## config.mk

```make
export PLATFORM = sky130hd
export DESIGN_NAME = riscv_multicycle_ctrl
export DESIGN_NICKNAME = d
export VERILOG_FILES = /design/src/rtl/riscv_multicycle_ctrl.sv
export SDC_FILE = /design/constraint.sdc
export NUM_CORES = 1
export LEC_CHECK = 0
export BUFFER_PORTS_ARGS = -buffer_cell sky130_fd_sc_hd__buf_4
export CAP_MARGIN = 5
export CORE_MARGIN = 2
export CORE_UTILIZATION = 45
export CTS_CLUSTER_DIAMETER = 200
export DETAILED_ROUTE_END_ITERATION = 12
export MAX_ROUTING_LAYER = met4
export PLACE_DENSITY = 0.87
export SLEW_MARGIN = 20
export SYNTH_ARGS = -nofsm -noshare
export SYNTH_HDL_FRONTEND = slang
export SYNTH_SLANG_ARGS = --single-unit
export TNS_END_PERCENT = 100
```

## constraint.sdc

```tcl
create_clock -name clk -period 2.1 [get_ports clk]
set_input_delay 0.315 -clock clk [delete_from_list [all_inputs] [get_ports clk]]
set_output_delay 0.315 -clock clk [all_outputs]
set_load 0.005 [all_outputs]
```

## src/rtl/riscv_multicycle_ctrl.sv

```systemverilog
// -----------------------------------------------------------------------------
// riscv_multicycle_ctrl
// Main control FSM of the multicycle RV32I core (lw, sw, R-type, I-type ALU,
// beq, jal). Sequences the shared ALU, the shared memory port and the
// instruction/data registers through Fetch/Decode/Execute/Writeback.
//
// Ports:
//   clk, resetn            clock (rising edge), async active-low reset
//   op, funct3, funct7b5   instruction fields from the instruction register
//   zero                   ALU zero flag (current cycle)
//   mem_ready              memory port completes its access this cycle
//   pc_write, adr_src, mem_write, ir_write, reg_write   datapath enables/selects
//   result_src, alu_src_a, alu_src_b, imm_src            datapath muxes
//   alu_control            ALU operation from the embedded ALU decoder
//   retire                 one-cycle pulse when an instruction completes
//   illegal                one-cycle pulse while in TRAP
//   state_dbg              current state code
// -----------------------------------------------------------------------------
module riscv_multicycle_ctrl #(
   parameter int              ST_W        = 4,
   parameter logic [ST_W-1:0] RESET_STATE = 4'd0
) (
   input  logic       clk,
   input  logic       resetn,
   input  logic [6:0] op,
   input  logic [2:0] funct3,
   input  logic       funct7b5,
   input  logic       zero,
   input  logic       mem_ready,
   output logic       pc_write,
   output logic       adr_src,
   output logic       mem_write,
   output logic       ir_write,
   output logic [1:0] result_src,
   output logic [1:0] alu_src_a,
   output logic [1:0] alu_src_b,
   output logic [1:0] imm_src,
   output logic       reg_write,
   output logic [2:0] alu_control,
   output logic       retire,
   output logic       illegal,
   output logic [3:0] state_dbg
);

   localparam logic [ST_W-1:0] S_FETCH    = 4'd0;
   localparam logic [ST_W-1:0] S_DECODE   = 4'd1;
   localparam logic [ST_W-1:0] S_MEMADR   = 4'd2;
   localparam logic [ST_W-1:0] S_MEMREAD  = 4'd3;
   localparam logic [ST_W-1:0] S_MEMWB    = 4'd4;
   localparam logic [ST_W-1:0] S_MEMWRITE = 4'd5;
   localparam logic [ST_W-1:0] S_EXECUTER = 4'd6;
   localparam logic [ST_W-1:0] S_EXECUTEI = 4'd7;
   localparam logic [ST_W-1:0] S_ALUWB    = 4'd8;
   localparam logic [ST_W-1:0] S_BEQ      = 4'd9;
   localparam logic [ST_W-1:0] S_JAL      = 4'd10;
   localparam logic [ST_W-1:0] S_TRAP     = 4'd11;

   localparam logic [6:0] OP_LW   = 7'b0000011;
   localparam logic [6:0] OP_SW   = 7'b0100011;
   localparam logic [6:0] OP_R    = 7'b0110011;
   localparam logic [6:0] OP_I    = 7'b0010011;
   localparam logic [6:0] OP_BEQ  = 7'b1100011;
   localparam logic [6:0] OP_JAL  = 7'b1101111;

   logic [ST_W-1:0] state_q;
   logic [ST_W-1:0] state_d;
   logic [ST_W-1:0] state_nxt_s;
   logic            run_q;

   logic       pc_update_s;
   logic       branch_s;
   logic       ir_write_s;
   logic       reg_write_s;
   logic       mem_write_s;
   logic       retire_s;
   logic       illegal_s;
   logic [1:0] alu_op_s;

   // Run flop: held low through reset and the first edge after release so
   // that no write enable fires before the FSM has seen a clean FETCH.
   always_ff @(posedge clk or negedge resetn) begin
      if (!resetn) begin
         run_q <= 1'b0;
      end else begin
         run_q <= 1'b1;
      end
   end

   // State register.
   always_ff @(posedge clk or negedge resetn) begin
      if (!resetn) begin
         state_q <= RESET_STATE;
      end else begin
         state_q <= state_d;
      end
   end

   // Next-state logic; the FSM is parked in FETCH until run is up.
   always_comb begin
      state_nxt_s = S_FETCH;
      case (state_q)
         S_FETCH: begin
            if (mem_ready) state_nxt_s = S_DECODE;
            else           state_nxt_s = S_FETCH;
         end
         S_DECODE: begin
            case (op)
               OP_LW, OP_SW: state_nxt_s = S_MEMADR;
               OP_R:         state_nxt_s = S_EXECUTER;
               OP_I:         state_nxt_s = S_EXECUTEI;
               OP_BEQ:       state_nxt_s = S_BEQ;
               OP_JAL:       state_nxt_s = S_JAL;
               default:      state_nxt_s = S_TRAP;
            endcase
         end
         S_MEMADR: begin
            if (op == OP_LW) state_nxt_s = S_MEMREAD;
            else             state_nxt_s = S_MEMWRITE;
         end
         S_MEMREAD: begin
            if (mem_ready) state_nxt_s = S_MEMWB;
            else           state_nxt_s = S_MEMREAD;
         end
         S_MEMWRITE: begin
            if (mem_ready) state_nxt_s = S_FETCH;
            else           state_nxt_s = S_MEMWRITE;
         end
         S_EXECUTER: state_nxt_s = S_ALUWB;
         S_EXECUTEI: state_nxt_s = S_ALUWB;
         S_JAL:      state_nxt_s = S_ALUWB;
         S_MEMWB:    state_nxt_s = S_FETCH;
         S_ALUWB:    state_nxt_s = S_FETCH;
         S_BEQ:      state_nxt_s = S_FETCH;
         S_TRAP:     state_nxt_s = S_FETCH;
         default:    state_nxt_s = S_FETCH;
      endcase
      if (run_q) state_d = state_nxt_s;
      else       state_d = S_FETCH;
   end

   // Moore output decode from the current state.
   always_comb begin
      pc_update_s = 1'b0;
      branch_s    = 1'b0;
      ir_write_s  = 1'b0;
      reg_write_s = 1'b0;
      mem_write_s = 1'b0;
      retire_s    = 1'b0;
      illegal_s   = 1'b0;
      adr_src     = 1'b0;
      result_src  = 2'b00;
      alu_src_a   = 2'b00;
      alu_src_b   = 2'b00;
      alu_op_s    = 2'b00;
      case (state_q)
         S_FETCH: begin
            alu_src_b   = 2'b10;
            result_src  = 2'b10;
            ir_write_s  = mem_ready;
            pc_update_s = mem_ready;
         end
         S_DECODE: begin
            alu_src_a = 2'b01;
            alu_src_b = 2'b01;
         end
         S_MEMADR: begin
            alu_src_a = 2'b10;
            alu_src_b = 2'b01;
         end
         S_MEMREAD: begin
            adr_src = 1'b1;
         end
         S_MEMWB: begin
            result_src  = 2'b01;
            reg_write_s = 1'b1;
            retire_s    = 1'b1;
         end
         S_MEMWRITE: begin
            adr_src     = 1'b1;
            mem_write_s = 1'b1;
            retire_s    = mem_ready;
         end
         S_EXECUTER: begin
            alu_src_a = 2'b10;
            alu_op_s  = 2'b10;
         end
         S_EXECUTEI: begin
            alu_src_a = 2'b10;
            alu_src_b = 2'b01;
            alu_op_s  = 2'b10;
         end
         S_ALUWB: begin
            reg_write_s = 1'b1;
            retire_s    = 1'b1;
         end
         S_BEQ: begin
            alu_src_a = 2'b10;
            alu_op_s  = 2'b01;
            branch_s  = 1'b1;
            retire_s  = 1'b1;
         end
         S_JAL: begin
            alu_src_a   = 2'b01;
            alu_src_b   = 2'b10;
            pc_update_s = 1'b1;
         end
         S_TRAP: begin
            illegal_s = 1'b1;
         end
         default: begin
            alu_src_b  = 2'b10;
            result_src = 2'b10;
         end
      endcase
   end

   // Immediate format depends only on the opcode, so it is valid in DECODE
   // for the branch-target computation.
   always_comb begin
      case (op)
         OP_SW:   imm_src = 2'b01;
         OP_BEQ:  imm_src = 2'b10;
         OP_JAL:  imm_src = 2'b11;
         default: imm_src = 2'b00;
      endcase
   end

   assign pc_write  = run_q & (pc_update_s | (branch_s & zero));
   assign ir_write  = run_q & ir_write_s;
   assign reg_write = run_q & reg_write_s;
   assign mem_write = run_q & mem_write_s;
   assign retire    = run_q & retire_s;
   assign illegal   = run_q & illegal_s;
   assign state_dbg = state_q;

   aludec u_aludec (
      .opb5        (op[5]),
      .funct3      (funct3),
      .funct7b5    (funct7b5),
      .alu_op      (alu_op_s),
      .alu_control (alu_control)
   );

endmodule

// -----------------------------------------------------------------------------
// aludec: ALU decoder. alu_op 00 add, 01 sub, 10 decode from funct3/funct7.
// Ports: opb5, funct3, funct7b5, alu_op in; alu_control out.
// -----------------------------------------------------------------------------
module aludec (
   input  logic       opb5,
   input  logic [2:0] funct3,
   input  logic       funct7b5,
   input  logic [1:0] alu_op,
   output logic [2:0] alu_control
);

   // funct7b5 only selects sub for R-type; I-type addi keeps add.
   always_comb begin
      case (alu_op)
         2'b00: alu_control = 3'b000;
         2'b01: alu_control = 3'b001;
         2'b10: begin
            case (funct3)
               3'b000: begin
                  if (opb5 & funct7b5) alu_control = 3'b001;
                  else                 alu_control = 3'b000;
               end
               3'b010:  alu_control = 3'b101;
               3'b110:  alu_control = 3'b011;
               3'b111:  alu_control = 3'b010;
               default: alu_control = 3'bxxx;
            endcase
         end
         default: alu_control = 3'bxxx;
      endcase
   end

endmodule

```

# Word level (Yosys, flattened, before mapping)
# Cells that the tools add are included.
# word_totals
wordCells,70
regBits,5
in_bits,15
out_inout_bits,22
# op_classes
mux,23
bitwise_logic,9
reduce_logical,14
eq_ne,22
# op_table
cell,n
one-hot mux 4 bit (6 select lines),1
one-hot mux 4 bit (5 select lines),1
"== test 4 x 3 -> 1 bit, second input constant",4
"== test 4 bit, second input constant",4
one-hot mux 2 bit (2 select lines),4
"== test 7 x 6 -> 1 bit, second input constant",2
"== test 7 bit, second input constant",2
one-hot mux 3 bit (4 select lines),1
OR reduction 10 bit,1
OR reduction 2 bit,5
two-way mux 3 bit,3
one-hot mux 3 bit (3 select lines),1
OR reduction 3 bit,3
bitwise AND 1 bit,8
"== test 4 x 2 -> 1 bit, second input constant",2
two-way mux 1 bit,8
"== test 7 x 2 -> 1 bit, second input constant",1
"== test 7 x 5 -> 1 bit, second input constant",1
OR reduction 7 bit,1
"== test 3 bit, second input constant",2
one-hot mux 2 bit (3 select lines),1
"== test 4 x 1 -> 1 bit, second input constant",1
logical NOT 4 bit,1
two-way mux 4 bit,1
8 further kinds,9

# Depth between registers and ports, before layout
# depth
word_depth,5
depth_mapped,7
ltp_nobuf,6

# By module
# A second synthesis with hierarchy kept.
# hier_totals
hier_cells,106
area_unflattened_um2,742.0
# modules_own_cells
module,cells_each,seq_area_each_um2,area_each_um2,instances
riscv_multicycle_ctrl,94,125.1,664.4,1
aludec,12,0.0,77.6,1

# Worst setup path after synthesis
# No wires, ideal clock.
# synth_timing
path_type,register to output
startpoint,"register state_q[2], in the netlist state_dbg[2]"
endpoint,output alu_control[2]
path_buffers,1
path_slack_ns,0.388
t_required_ns,1.785
stages_incl_launch_ff,6
arrival_ns,1.397
cell_sequence,dfrtp_1 buf_2 inv_1 nand3_1 ha_1 nor4_1
# synth_via
elab_chain_len,5
word_cells_on_any_way,9
classes_between,eq/ne: 5; mux: 2; reduce/logical: 2
# synth_rtl
element,line,rtl
start: declaration,65,logic [ST_W-1:0] state_q;
start signal: assignment,94,state_q <= state_d;
== test 4 x 3 -> 1 bit,155,case (state_q)
OR reduction 2 bit (no line),--,
one-hot mux 2 bit (2 select lines) (*),155,
"== test 2 bit, or another cell as far along",260,case (alu_op)
one-hot mux 3 bit (3 select lines) (*),260,
end: declaration,39,"output logic [2:0] alu_control,"
# Mark *: on every way between the ends. The rest lies on a longest branch, timed or not.

# Worst setup path in the final report
# layout_timing
startpoint,"register state_q[1], in the netlist state_dbg[1]"
endpoint,output alu_control[2]
# Same word-level chain as after synthesis.

==> results.md <==
- Run status: finished clean
- Final-layout fill cell count: 117
- Number of nets with antenna violations after routing: 0
- Syn nets: 125
- Top area cells in the synthesized netlist: dfrtp_1 18%, nor2_1 7.4%, a21oi_1 6.3%
- GRT Residual Overflow: 0
- Detail Placement HPWL: 1500 um
- Last weighted congestion value of the routability-driven placer: 0.9214
- Number of sinks handled by clock tree synthesis: 5
- Number of input and output port buffers inserted: 36
- Synth warn: 0
- Depth of the worst register-to-register path: 5
- Kind of path behind the tightest hold check: in2async
- Die Ht: 43.78 um
- Lkg Pwr: 0.5269 nW
- Number of failing setup endpoints in the final timing report: 0
- Final cycle utilization of the critical path: 96.20%
- Die area: 0.001916 sq mm
- TritonCTS clock tree: done
- Starting DRC count in detailed routing: 39
- Fmax: 0.4950 GHz
- Peak fanout along the critical path: 20
- Clk_lat worst skew: 240 ps
- Initial antenna violation count: 0
- Cell count after synthesis: 108
- Antenna cell count: 0
- Die width: 43.78 um
- Clock tree buffer depth: 2
- Setup Skew: 1.684 ps
- Layout overhead on the synthesized area: 52.20%
- Library cell with the largest summed area after synthesis: dfrtp_1
- Effective utilization at floorplan: 47.82%
- First-pass GRT wire length: 3008 um
- Number of register bits inferred by synthesis: 5
- Clock buffers created by TritonCTS: 3
- Vias in the first global route: 745
- Sequential cell area fraction in the yosys report: 17.57%
- Number of levels in the clock H-tree: 1
- Final number of max-transition violations: 0
- Final routed wirelength across all metal layers: 2127 um
- Post-layout instance area: 0.001084 sq mm
- DP Area: 993.5 sq um
- Post-layout nets: 168
- Detailed Routing Iterations Pass 1: 4
- Pin count of the biggest net entering global routing: 21
- Data arrival time of the worst path: 1710 ps
- Critical Path Sink Type: output port
- Area share of the leading cell type in the synthesized netlist: 17.57%
- Post-synthesis cell type count: 38
- Library cell used as clock root buffer: clkbuf_4
- IO Count: 37
- Synthesized area divided by synthesized cell count: 6.592 sq um
- Count of max-cap constraint violations: 0
- DRC violations left: 0
- Sum of negative setup slack: 0 ps
- Areal power density over the cells: 789.4 mW/mm^2
- Req. time, crit path: 1780 ps
- Vias per inst: 5.578
- Final Critical Period: 2020 ps
- Kind of launch point of the worst setup path: flip-flop
- Fraction of layout cells with a size suffix above 1: 36.00%
- Final hold violations: 0
- Core area: 0.001489 sq mm
- IR drop worst, VDD: 594.5 uV
- Number of placement rows: 14
- Overall fraction of global-route tracks in use: 21.48%
- Vias: 926
- Netlist area before placement: 711.9 sq um
- Worst setup path category: reg2out
- Routed len/inst: 12.81 um
- Register clock-pin slew on the reported worst setup and hold paths: 40 ps
[registers in the layout, indices dropped and copies added (netlist names)]
signal	flops
run_q	1
state_dbg	4
[placed cells by master (no fill, tap or decap), types with 2 or more instances in the layout]
master	Yosys	final
nor2_1	14	13
nor3_2	2	2
nand2b_1	6	6
o21ai_0	5	5
nand3_1	5	4
nand3b_1	2	2
o2111ai_1	2	2
a21oi_1	9	9
o21ai_1	2	2
nor3_1	5	5
a31oi_1	2	2
inv_1	7	7
nor2b_1	2	2
nand2_1	12	12
dfrtp_1	5	4
clkbuf_4	0	3
and3_1	2	2
buf_4	1	42
[what timing repair did]
| action | in CTS | in global routing |
|---|---|---|
| resized for setup | 0 | 6 |
| hold endpoints to repair | 5 | 0 |
| hold buffers | 1 | 0 |
| endpoints found under the setup margin | 0 | 2 |
| buffers inserted | 0 | 3 |
[kinds of logic (layout without fill, tap and decap cells)]
| kind of cell | after synthesis | in the layout | synth area share [%] |
|---|---|---|---|
| buffers and inverters | 13 | 55 | 9.140 |
| other | 1 | 1 | 0.5267 |
| adders and majority gates | 2 | 2 | 3.514 |
| muxes | 1 | 1 | 1.406 |
| AOI/OAI and AO/OA | 28 | 28 | 24.96 |
| and+or+nand+nor | 58 | 58 | 42.88 |
| DFF | 5 | 5 | 17.57 |
[per-layer routing]
metal | part of all wire, % | GRT usage (%)
met3 | 5.7 | 2.500
met5 | 0 | -
met2 | 51 | 34.12
met1 | 42 | 26.60
met4 | 0.66 | 10.91
[worst max-delay path: stages, from the launching register on]
cell	delay [ps]
dfrtp_1	350
buf_6	180
nand2b_1	100
nor2_2	170
ha_4	240
nor4_2	270
buf_4	160
[per-stage QoR]
stage	instances	hold WS, ps	util (%)	setup slack, ps	power [mW]
2_1_floorplan	108	19.41	-	388.0	0.4755
3_3_place_gp	158	115.1	66.72	291.6	0.6926
3_5_place_dp	158	117.3	66.72	290.5	0.7030
4_1_cts	163	392.9	69.16	13.20	0.8228
5_1_grt	166	406.0	72.77	-19.47	0.9385
6_report	166	416.7	72.77	79.89	0.8554
[Yosys cell counts]
master and n:
a211o_1 1, ha_1 2, nand2b_1 6, or3b_1 1, buf_4 1, o311ai_1 1
o21a_1 1, o22ai_1 1, nor4_1 1, dfrtp_1 5, and4_1 1, o21ai_1 2
and3b_1 1, a32o_1 1, a31oi_1 2, o211a_1 1, nand2_1 12, nand4_1 1
a32oi_1 1, nor3_1 5, nand3_1 5, buf_2 4, buf_6 1, o21ai_0 5
o2111ai_1 2, inv_1 7, nor2b_1 2, mux2i_1 1, nor3_2 2, and3_1 2
nand3b_1 2, a21oi_1 9, and2_1 1, nor2_1 14, conb_1 1, and2b_2 1
or2_1 1, a21o_1 1
[area by class of cell]
class / instances / area [sq um] / share of cell area (%)
multi-input cells: 90 / 548.0 / 50.58
repair buffers: 44 / 336.6 / 31.06
flip-flops and latches: 5 / 126.4 / 11.66
clock buffers: 4 / 26.28 / 2.425
inverters: 7 / 26.28 / 2.425
well taps: 16 / 20.02 / 1.848
[path summary, 6_finish.rpt]
check / startpoint / end / slack (ps)
setup / recovery: state_dbg[1] / alu_control[2] / 80
min in group clk: op[6] / state_dbg[1] / 420
setup reg to reg: state_dbg[3] / state_dbg[2] / 720
hold reg to reg: run_q / state_dbg[1] / 650
hold / removal: resetn / state_dbg[0] / 420
max in group asynchronous: resetn / state_dbg[3] / 1570
[power by group]
group | total, mW | switching, mW | internal (mW)
logic | 0.611 | 0.313 | 0.298
clock network | 0.109 | 0.0369 | 0.0717
registers | 0.136 | 0.0180 | 0.118
total | 0.855 | 0.368 | 0.488
Note: power is estimated with default switching activity, not from simulation.
